## src/rtl/chart_pkg.sv

```systemverilog
// Shared constants and state encoding for the chart playback path.
package chart_pkg;

  localparam int CHART_ADDR_W     = 11;
  localparam int LANES            = 4;
  localparam int CHART_FIRST_ADDR = 1;
  localparam int CHART_LAST_ADDR  = 2000;

  // Sequencer phases: waiting for start, waiting for the row tick, waiting
  // out the ROM latency, presenting the row, and finished.
  typedef enum logic [2:0] {
    IDLE,
    PLAY,
    WAIT_DATA,
    EMIT,
    DONE
  } chart_state_e;

endpackage

```

## src/rtl/chart_sequencer_tick.sv

```systemverilog
// Row-rate divider: counts clocks while enabled and flags the start of each row period.
module row_tick_gen #(
  parameter int TICK_DIV = 1250000
) (
  input  logic clk,
  input  logic rst,
  input  logic clear,
  input  logic enable,
  output logic tick
);

  localparam int CNT_W = (TICK_DIV > 1) ? $clog2(TICK_DIV) : 1;
  localparam logic [CNT_W-1:0] CNT_LAST = CNT_W'(TICK_DIV - 1);

  logic [CNT_W-1:0] cnt_q;
  logic [CNT_W-1:0] cnt_d;

  // Next count: clear restarts the row phase, otherwise advance and wrap while enabled.
  always_comb begin
    cnt_d = cnt_q;
    if (clear) begin
      cnt_d = '0;
    end else if (enable) begin
      if (cnt_q == CNT_LAST) begin
        cnt_d = '0;
      end else begin
        cnt_d = cnt_q + 1'b1;
      end
    end
  end

  // Count register; holding while disabled is what preserves phase across a pause.
  always_ff @(posedge clk or posedge rst) begin
    if (rst) begin
      cnt_q <= '0;
    end else begin
      cnt_q <= cnt_d;
    end
  end

  assign tick = enable && (cnt_q == '0);

endmodule

```

## src/rtl/chart_sequencer.sv

```systemverilog
// Chart sequencer: steps through chart ROM rows at the row rate, hides the ROM
// read latency and emits one-cycle per-lane note-spawn pulses.
module chart_sequencer
  import chart_pkg::*;
#(
  parameter int ADDR_WIDTH  = CHART_ADDR_W,
  parameter int DATA_WIDTH  = LANES,
  parameter int MAX_ADDR    = CHART_LAST_ADDR,
  parameter int TICK_DIV    = 1250000,
  parameter int ROM_LATENCY = 1
) (
  input  logic                  clk,
  input  logic                  rst,
  input  logic                  start,
  input  logic                  pause,
  output logic [ADDR_WIDTH-1:0] rom_addr,
  output logic                  rom_en,
  input  logic [DATA_WIDTH-1:0] rom_data,
  output logic [DATA_WIDTH-1:0] lane_spawn,
  output logic                  row_valid,
  output logic [ADDR_WIDTH-1:0] row_index,
  output logic                  playing,
  output logic                  done
);

  localparam logic [ADDR_WIDTH-1:0] FIRST_ROW = ADDR_WIDTH'(CHART_FIRST_ADDR);
  localparam logic [ADDR_WIDTH-1:0] LAST_ROW  = ADDR_WIDTH'(MAX_ADDR);
  // Latency is 1 or 2, so a 2-bit counter always suffices.
  localparam logic [1:0]            LAT_LAST  = 2'(ROM_LATENCY - 1);

  chart_state_e          state_q,      state_d;
  logic [ADDR_WIDTH-1:0] rom_addr_q,   rom_addr_d;
  logic [DATA_WIDTH-1:0] lane_spawn_q, lane_spawn_d;
  logic                  row_valid_q,  row_valid_d;
  logic [ADDR_WIDTH-1:0] row_index_q,  row_index_d;
  logic                  playing_q,    playing_d;
  logic                  done_q,       done_d;
  logic [1:0]            lat_cnt_q,    lat_cnt_d;

  logic start_ok;
  logic tick_enable;
  logic tick;

  // Start is only honoured when nothing is playing, so a mid-chart pulse cannot
  // rewind the address under an in-flight read.
  assign start_ok    = start && ((state_q == IDLE) || (state_q == DONE));
  assign tick_enable = playing_q && !pause;

  row_tick_gen #(
    .TICK_DIV (TICK_DIV)
  ) u_tick (
    .clk    (clk),
    .rst    (rst),
    .clear  (start_ok),
    .enable (tick_enable),
    .tick   (tick)
  );

  // Next-state and next-output logic for the whole playback sequence.
  always_comb begin
    state_d      = state_q;
    rom_addr_d   = rom_addr_q;
    lane_spawn_d = '0;
    row_valid_d  = 1'b0;
    row_index_d  = row_index_q;
    playing_d    = playing_q;
    done_d       = done_q;
    lat_cnt_d    = lat_cnt_q;

    case (state_q)
      IDLE, DONE: begin
        if (start_ok) begin
          state_d    = PLAY;
          rom_addr_d = FIRST_ROW;
          playing_d  = 1'b1;
          done_d     = 1'b0;
          lat_cnt_d  = '0;
        end
      end

      PLAY: begin
        // The address is already on the ROM; the tick marks when this row's read counts.
        if (tick) begin
          state_d   = WAIT_DATA;
          lat_cnt_d = '0;
        end
      end

      WAIT_DATA: begin
        if (lat_cnt_q == LAT_LAST) begin
          lane_spawn_d = rom_data;
          row_valid_d  = 1'b1;
          row_index_d  = rom_addr_q;
          state_d      = EMIT;
        end else begin
          lat_cnt_d = lat_cnt_q + 1'b1;
        end
      end

      EMIT: begin
        // Stop on the last row instead of advancing so the address never wraps.
        if (rom_addr_q == LAST_ROW) begin
          state_d   = DONE;
          playing_d = 1'b0;
          done_d    = 1'b1;
        end else begin
          rom_addr_d = rom_addr_q + 1'b1;
          state_d    = PLAY;
        end
      end

      default: begin
        state_d = IDLE;
      end
    endcase
  end

  // All state and outputs registered together; reset drops any in-flight read.
  always_ff @(posedge clk or posedge rst) begin
    if (rst) begin
      state_q      <= IDLE;
      rom_addr_q   <= FIRST_ROW;
      lane_spawn_q <= '0;
      row_valid_q  <= 1'b0;
      row_index_q  <= '0;
      playing_q    <= 1'b0;
      done_q       <= 1'b0;
      lat_cnt_q    <= '0;
    end else begin
      state_q      <= state_d;
      rom_addr_q   <= rom_addr_d;
      lane_spawn_q <= lane_spawn_d;
      row_valid_q  <= row_valid_d;
      row_index_q  <= row_index_d;
      playing_q    <= playing_d;
      done_q       <= done_d;
      lat_cnt_q    <= lat_cnt_d;
    end
  end

  assign rom_addr   = rom_addr_q;
  assign rom_en     = playing_q;
  assign lane_spawn = lane_spawn_q;
  assign row_valid  = row_valid_q;
  assign row_index  = row_index_q;
  assign playing    = playing_q;
  assign done       = done_q;

endmodule

```

## config.mk

```make
export PLATFORM = sky130hd
export DESIGN_NAME = chart_sequencer
export DESIGN_NICKNAME = d
export VERILOG_FILES = /design/src/rtl/chart_pkg.sv /design/src/rtl/chart_sequencer_tick.sv /design/src/rtl/chart_sequencer.sv
export SDC_FILE = /design/constraint.sdc
export NUM_CORES = 1
export LEC_CHECK = 0
export ABC_AREA = 1
export BUFFER_PORTS_ARGS = -buffer_cell sky130_fd_sc_hd__buf_2
export CORE_UTILIZATION = 52
export DETAILED_ROUTE_END_ITERATION = 6
export GPL_TIMING_DRIVEN = 0
export HOLD_SLACK_MARGIN = 0.12
export MAX_ROUTING_LAYER = met4
export PLACE_DENSITY = 0.84
export SLEW_MARGIN = 20
export SYNTH_ARGS = -nofsm -noshare
export SYNTH_HDL_FRONTEND = slang
export SYNTH_SLANG_ARGS = --single-unit
export TNS_END_PERCENT = 50
```

## constraint.sdc

```tcl
create_clock -name clk -period 1.38 [get_ports clk]
set_input_delay 0.069 -clock clk [delete_from_list [all_inputs] [get_ports clk]]
set_output_delay 0.069 -clock clk [all_outputs]
set_load 0.02 [all_outputs]
```

==> results.toml, run 1 <==
[power_and_ir_drop]
power_frac_comb_pct = 47.7
switching_share_pct = 43.1
p_per_area_nw_per_um2 = 1450
p_int_mw = 3.47
clkPwrFrac_pct = 16.3
seq_power_share_pct = 36.0
p_sw_mw = 2.62
peakVddDrop_v = 0.00113
leakage_nw = 2.01

[critical_path]
path_buf_inv = 0
critical_path_class = "reg -> reg"
slowest_stage = "dfrtp_2"
crit_path_max_fanout = 5
cp_cell_sequence = "nand2_1 -> nor2_1 -> nand2_1 -> nor2_1 -> nand2_1 -> nand2_1 -> nand2_1 -> nand2_2 -> nand2_1"
cp_top_family = "simple AND/OR/NAND/NOR gates"
slowest_delay_ns = 0.45
cp.arrival_ns = 1.84
start_kind = "flop"
cp_common_cell = "nand2_1"
required_ns = 1.61
crit_path_end_kind = "flop"

[floorplan]
std_cell_rows = 27
fp.dieArea_sq_um = 6280
initial_core_util_pct = 55.0
die_y_um = 79.2
ios = 38
die_w_um = 79.2
core_sq_um = 5640

[global_route]
antenna_found_initial = 0
grt_first_pass_wirelength_um = 13700
grt_start_max_net_pins = 32
grt_pass1_vias = 2911
overflow = 0
grt_usage_pct = 28.8

[run]
drv_cap = 0

[sta]
finalCriticalPeriod_ns = 1.61
rsz0062_at_grt = "yes"
hold_viol_final = 0
fmax_mhz = 621
worstMarginPinSlew_ns = 0.566
final-setup-viol-count = 43
report.final.slew_viol_count = 0
finalCritPeriodShare_pct = 117
max_slew_margin_pct = 62.2
skew_ns = 0.0176
fin_ws_ns = -0.229

[yosys]
netlist.area_leader.share_pct = 43.6
synthAdderAreaFrac_pct = 2.02
ys_warn_count = 0
synth-compound-area-share_pct = 6.53
synth_top_family_by_area = "simple AND/OR/NAND/NOR gates"
syn_area_per_cell_sq_um = 7.64
synth_cell_types = 31
synthMuxAreaShare_pct = 0
synth_cells = 406
synth_area_leader_cell = "dfrtp_1"
synth-simple-area-share_pct = 35.4
ys_seq_area_share_pct = 44.4
netlist_top_cells_area = "dfrtp_1 (44%), nand2_1 (14%), nor2_1 (6.4%)"
syn_area_sq_um = 3100
ys_seq_elements = 55
syn_nets = 419
synth_xor_area_share_pct = 3.67

[detailed_routing]
routed-via-count = 3096
wl_per_cell_um = 15.2
dr.pass1.iters = 5
route.detailed.drc = 0
wl_um = 8610
final_antenna_net_count = 0
via_per_inst = 5.48
drtIter0Drc = 227

[run_status]
violations = "negative setup slack"
outcome = "complete, but fails checks"

[clock_tree]
clock_sinks = 55
clock_latency_ns = 0.33
htreeDepth = 2
clock-root-buffer = "clkbuf_8"
clk_pin_slew_ns = 0.11
clockBufferDepth = 2
cts_buffers = 5
cts_tree = "yes"

[placement]
dp_cells = 516
dp_slack_ns = -0.201
placed_area_sq_um = 3410
hpwl_um = 5070
gp_congestion = 0.891
io_buffers = 37

[layout]
final_cell_area_sq_um = 4210
nets = 505
drive_gt1_share_pct = 36.5
fin_cells = 565
num_antenna_cells = 0
synthToLayoutAreaGrowth_pct = 35.7

[min_path]
min_path_type = "in -> reg"
==> worst min-delay path: stages <==
cell     delay [ns]
buf_2          0.14
nand2_8        0.08
nand2_8        0.06
buf_6          0.14
nand2_1        0.06
nand2_1        0.04
==> registers in the layout (all words and copies together) (netlist names) <==
| register | flops |
|---|---|
| state_q | 3 |
| playing | 1 |
| done | 1 |
| row_valid | 1 |
| lane_spawn | 4 |
| rom_addr | 11 |
| u_tick.cnt_q | 21 |
| lat_cnt_q | 2 |
| row_index | 11 |
==> power groups by stage <==
stage	combinational (mW)	sequential (mW)	clock [mW]
detailed placement	1.86	2.16	0
global placement	1.78	2.15	0
CTS	2.64	2.16	1.00
floorplan	1.17	2.32	0
global route	3.13	2.22	1.06
finish	2.91	2.19	0.994
==> path summary, 6_finish.rpt <==
kind	from	end	slack, ns	cells after the start
hold / removal	start	u_tick.cnt_q[11]	0.30	6
hold reg to reg	row_index[6]	row_index[6]	0.49	2
setup / recovery	u_tick.cnt_q[3]	u_tick.cnt_q[19]	-0.23	9
setup reg to reg	u_tick.cnt_q[3]	u_tick.cnt_q[19]	-0.23	9
min in group asynchronous	rst	row_index[10]	0.33	3
max in group asynchronous	rst	rom_addr[0]	0.46	4
==> cells by family after synthesis <==
group	after synthesis
compound gates	37
buf+inv	58
flops	55
xor+xnor	13
fa+ha+maj	5
simple gates	238
==> layout make-up <==
class | count | area [sq um]
plain buffers | 6 | 67.6
clock buffers | 5 | 68.8
clock inverters | 3 | 31.3
fillers | 341 | 1430
inverters | 52 | 204
multi-input cells | 294 | 1800
flip-flops and latches | 55 | 1390
well taps | 72 | 90.1
repair buffers | 78 | 559
==> per-stage QoR <==
stage / hold slack, ns / total power, mW / utilization [%] / setup TNS (ns)
3_3_place_gp: 0.296 / 3.93 / 60.1 / -4.44
4_1_cts: 0.278 / 5.80 / 71.8 / -1.98
2_1_floorplan: 0.143 / 3.49 / - / -1.01
3_5_place_dp: 0.160 / 4.02 / 60.4 / -5.32
5_1_grt: 0.310 / 6.42 / 74.6 / -7.37
6_report: 0.299 / 6.09 / 74.6 / -4.02
==> layer usage <==
layer  part of all wire, %  up-vias  track usage [%]
met5                     0        -                -
met4                   2.6        0             9.27
met3                   6.8       24             4.37
met2                    51      143             48.3
met1                    40     1478             35.9
li1                      -     1451                -
==> cells in the final DEF, fill, tap and decap left out, drive strengths merged <==
cell type / synthesis / routed
nand2: 125 / 125
buf: 6 / 78
nor2: 65 / 65
dfrtp: 54 / 54
inv: 52 / 53
o21ai: 31 / 32
nand3: 25 / 25
xor2: 12 / 12
nand4: 11 / 11
dlygate4sd3: 0 / 6
ha: 5 / 5
clkbuf: 0 / 5
nor3: 5 / 5
nand3b: 3 / 3
and2: 3 / 3
o22ai: 3 / 3
a21oi: 2 / 2
clkinvlp: 0 / 1
xnor2: 1 / 1
o31ai: 1 / 1
or2: 1 / 1
clkinv: 0 / 1
dfstp: 1 / 1
==> synth_stat cells <==
library cell,n
nand3_2,4
inv_1,46
nand4_1,11
xnor2_1,1
nand2_1,116
a21oi_1,2
ha_1,5
buf_6,3
xor2_1,12
nor3_2,2
nor2_1,53
inv_2,6
or2_0,1
o21ai_4,1
dfstp_2,1
nor2_4,4
and2_1,2
dfrtp_1,54
buf_2,2
nand2_2,6
nand3b_1,3
and2_2,1
o22ai_1,3
o21ai_0,18
nor2_2,8
nor3_1,3
buf_4,1
o31ai_1,1
nand2_4,3
o21ai_1,12
nand3_1,21
==> timing repair <==
item | in CTS | in global routing
pin swaps | 28 | 16
gates cloned | 2 | 0
hold buffers | 6 | 0
endpoints found under the hold margin | 33 | 0
resized for setup | 68 | 35
buffers inserted | 27 | 6
endpoints found under the setup margin | 45 | 48
Note: power is estimated with default switching activity, not from simulation.
==> run 2, diff against run 1 <==
Settings changed: CELL_PAD_IN_SITES_DETAIL_PLACEMENT set to 1, CELL_PAD_IN_SITES_GLOBAL_PLACEMENT set to 2, CORE_UTILIZATION 52 to 30.
==> run 2 against run 1 <==
  * The flow still finishes with violations (negative setup slack)
  * Clock skew grew 0.0019 ns
  * Critical path depth up 1
  * Sequential share of layout area decreased by 0.78 points
  * Worst setup slack better by 0.044 ns
  * Register-to-register slack better by 0.04 ns
  * Design area up 3.0%
  * Utilization shrank 31 points
  * Non-clock buffer count is 4 higher
  * Critical path type unchanged
  * Largest power group unchanged
==> results.toml, run 2 (same netlist as run 1, synthesis figures left out) <==
[sta]
tns_ns = -3.16
max_slew_margin_pct = 69.3
finalCritPeriodShare_pct = 113
fin_ws_ns = -0.186
skew_ns = 0.0195
finalCriticalPeriod_ns = 1.57
final-setup-viol-count = 36
hold_viol_final = 0
worstMarginPinSlew_ns = 0.459
whs_ns = 0.159
fmax_mhz = 639
report.final.slew_viol_count = 0
rsz0062_at_grt = "yes"

[floorplan]
die_y_um = 104
std_cell_rows = 36
die_w_um = 104
ios = 38
initial_core_util_pct = 31.3
core_sq_um = 9910
fp.dieArea_sq_um = 10700

[placement]
io_buffers = 37
hpwl_um = 6630
placed_area_sq_um = 3520
gp_congestion = 0.788
dp_slack_ns = -0.292

[critical_path]
slowest_stage = "dfstp_2"
cp.arrival_ns = 1.82
r2r_cells = 10
start_kind = "flop"
cp_common_cell = "nand2_2"
r2r_slack_ns = -0.19
crit_path_end_kind = "flop"
required_ns = 1.64
cp_cell_sequence = "inv_2 -> ha_4 -> nand2_2 -> nor2_2 -> nand3_1 -> nand2_2 -> nand2_4 -> buf_6 -> nand4_1 -> o21ai_1"
crit_path_max_fanout = 5
slowest_delay_ns = 0.61
r2r-start = "rom_addr[0]"
critical_path_class = "reg -> reg"
r2r_end = "rom_addr[4]"

[power_and_ir_drop]
switching_share_pct = 44.0
seq_power_share_pct = 36.1
p_int_mw = 3.45
peakVddDrop_v = 0.000851
p_sw_mw = 2.71
clkPwrFrac_pct = 16.6
p_per_area_nw_per_um2 = 1420
leakage_nw = 2.05
power_frac_comb_pct = 47.4

[layout]
nets = 509
fillers = 1233
ff_latch_area_sq_um = 1390
final_cell_area_sq_um = 4340
largest_reg_flops = 21
final_common_cell = "nand2_1"
num_antenna_cells = 0
top_register = "u_tick.cnt_q"
multi_input_comb_area_sq_um = 1810
drive_gt1_share_pct = 40.6
layout_common_cells = "nand2_1 (102), dfrtp_1 (41), nor2_1 (37), buf_2 (37), inv_1 (33)"
synthToLayoutAreaGrowth_pct = 39.8

[global_route]
grt_first_pass_wirelength_um = 16400
grt_start_max_net_pins = 23
grt_usage_pct = 19.7
antenna_found_initial = 0
grt_pass1_vias = 3270
overflow = 0

[min_path]
min_path_type = "in -> reg"
holdPathStages = 4
min_to = "u_tick.cnt_q[2]"
hold_start = "pause"

[detailed_routing]
route.detailed.drc = 0
final_antenna_net_count = 0
via_per_inst = 4.79
dr.pass1.iters = 4
wl_per_cell_um = 16.1
routed-via-count = 3020
wl_um = 10100
drtIter0Drc = 90

[run_status]
violations = "negative setup slack"
outcome = "complete, but fails checks"

[clock_tree]
clock-root-buffer = "clkbuf_8"
htreeDepth = 2
clockBufferDepth = 2
clock_latency_ns = 0.32
cts_buffers = 5
cts_tree = "yes"
clk_pin_slew_ns = 0.12
clock_sinks = 55

[run]
drv_cap = 0
-- run 2: cell count changes in the layout (fill, tap and decap cells not counted), moves of 3 or more --
cell | before | now
nand3_1 | 14 | 17
buf_4 | 27 | 32
dfrtp_2 | 7 | 13
nand2_1 | 109 | 102
nand3_2 | 7 | 4
inv_2 | 14 | 17
nand2_2 | 8 | 15
dfrtp_1 | 47 | 41
o21ai_2 | 2 | 5
o21ai_0 | 11 | 6
-- run 2: worst max-delay path: cells and delay by family, from the launching register on --
family          cells  cell delay, ns
flops               1            0.61
buf+inv             2            0.19
fa+ha+maj           1            0.15
simple gates        6            0.46
compound gates      1            0.09
-- run 2: through the flow --
| step | utilization (%) | instances | total power [mW] |
|---|---|---|---|
| floorplan | - | 406 | 3.49 |
| global placement | 35.0 | 576 | 4.03 |
| detailed placement | 35.5 | 578 | 4.14 |
| CTS | 41.8 | 620 | 5.78 |
| global route | 43.8 | 630 | 6.54 |
| finish | 43.8 | 630 | 6.16 |
-- run 2: metal layers --
layer	share of wire (%)	GRT usage (%)
met1	44	23.5
met2	51	34.2
met3	2.5	3.40
met4	2.1	5.71
met5	0	-
-- run 2: worst max path at each step --
stage / from / to / slack [ns] / cells past startpoint
6_report: rom_addr[0] / rom_addr[4] / -0.19 / 10
5_1_grt: rom_addr[0] / rom_addr[6] / -0.26 / 10
4_1_cts: rom_addr[0] / rom_addr[4] / -0.17 / 10
3_5_place_dp: u_tick.cnt_q[0] / u_tick.cnt_q[10] / -0.29 / 6
3_3_place_gp: rom_addr[0] / rom_addr[10] / -0.24 / 9
2_1_floorplan: rom_addr[0] / rom_addr[10] / -0.12 / 9
-- run 2: what timing repair did --
action / in CTS / in global routing
pin swaps: 27 / 20
endpoints found under the setup margin: 49 / 49
hold buffers: 5 / 0
endpoints found under the hold margin: 38 / 0
resized for setup: 81 / 42
gates cloned: 2 / 0
buffers inserted: 27 / 10
-- run 2: cell type report --
| class | count | area share, % |
|---|---|---|
| buffer | 6 | 1.56 |
| clock buffer | 5 | 1.59 |
| clock inverter | 3 | 0.635 |
| inverter | 52 | 4.65 |
| multi-input combinational | 294 | 41.7 |
| sequential | 55 | 32.2 |
| tap | 133 | 3.84 |
| timing repair buffer | 82 | 13.9 |
-- run 2: power groups by stage --
stage	logic [mW]	clock network [mW]	registers (mW)
CTS	2.54	1.04	2.21
finish	2.92	1.02	2.22
global route	3.19	1.09	2.27
floorplan	1.17	0	2.32
global placement	1.85	0	2.17
detailed placement	1.95	0	2.19
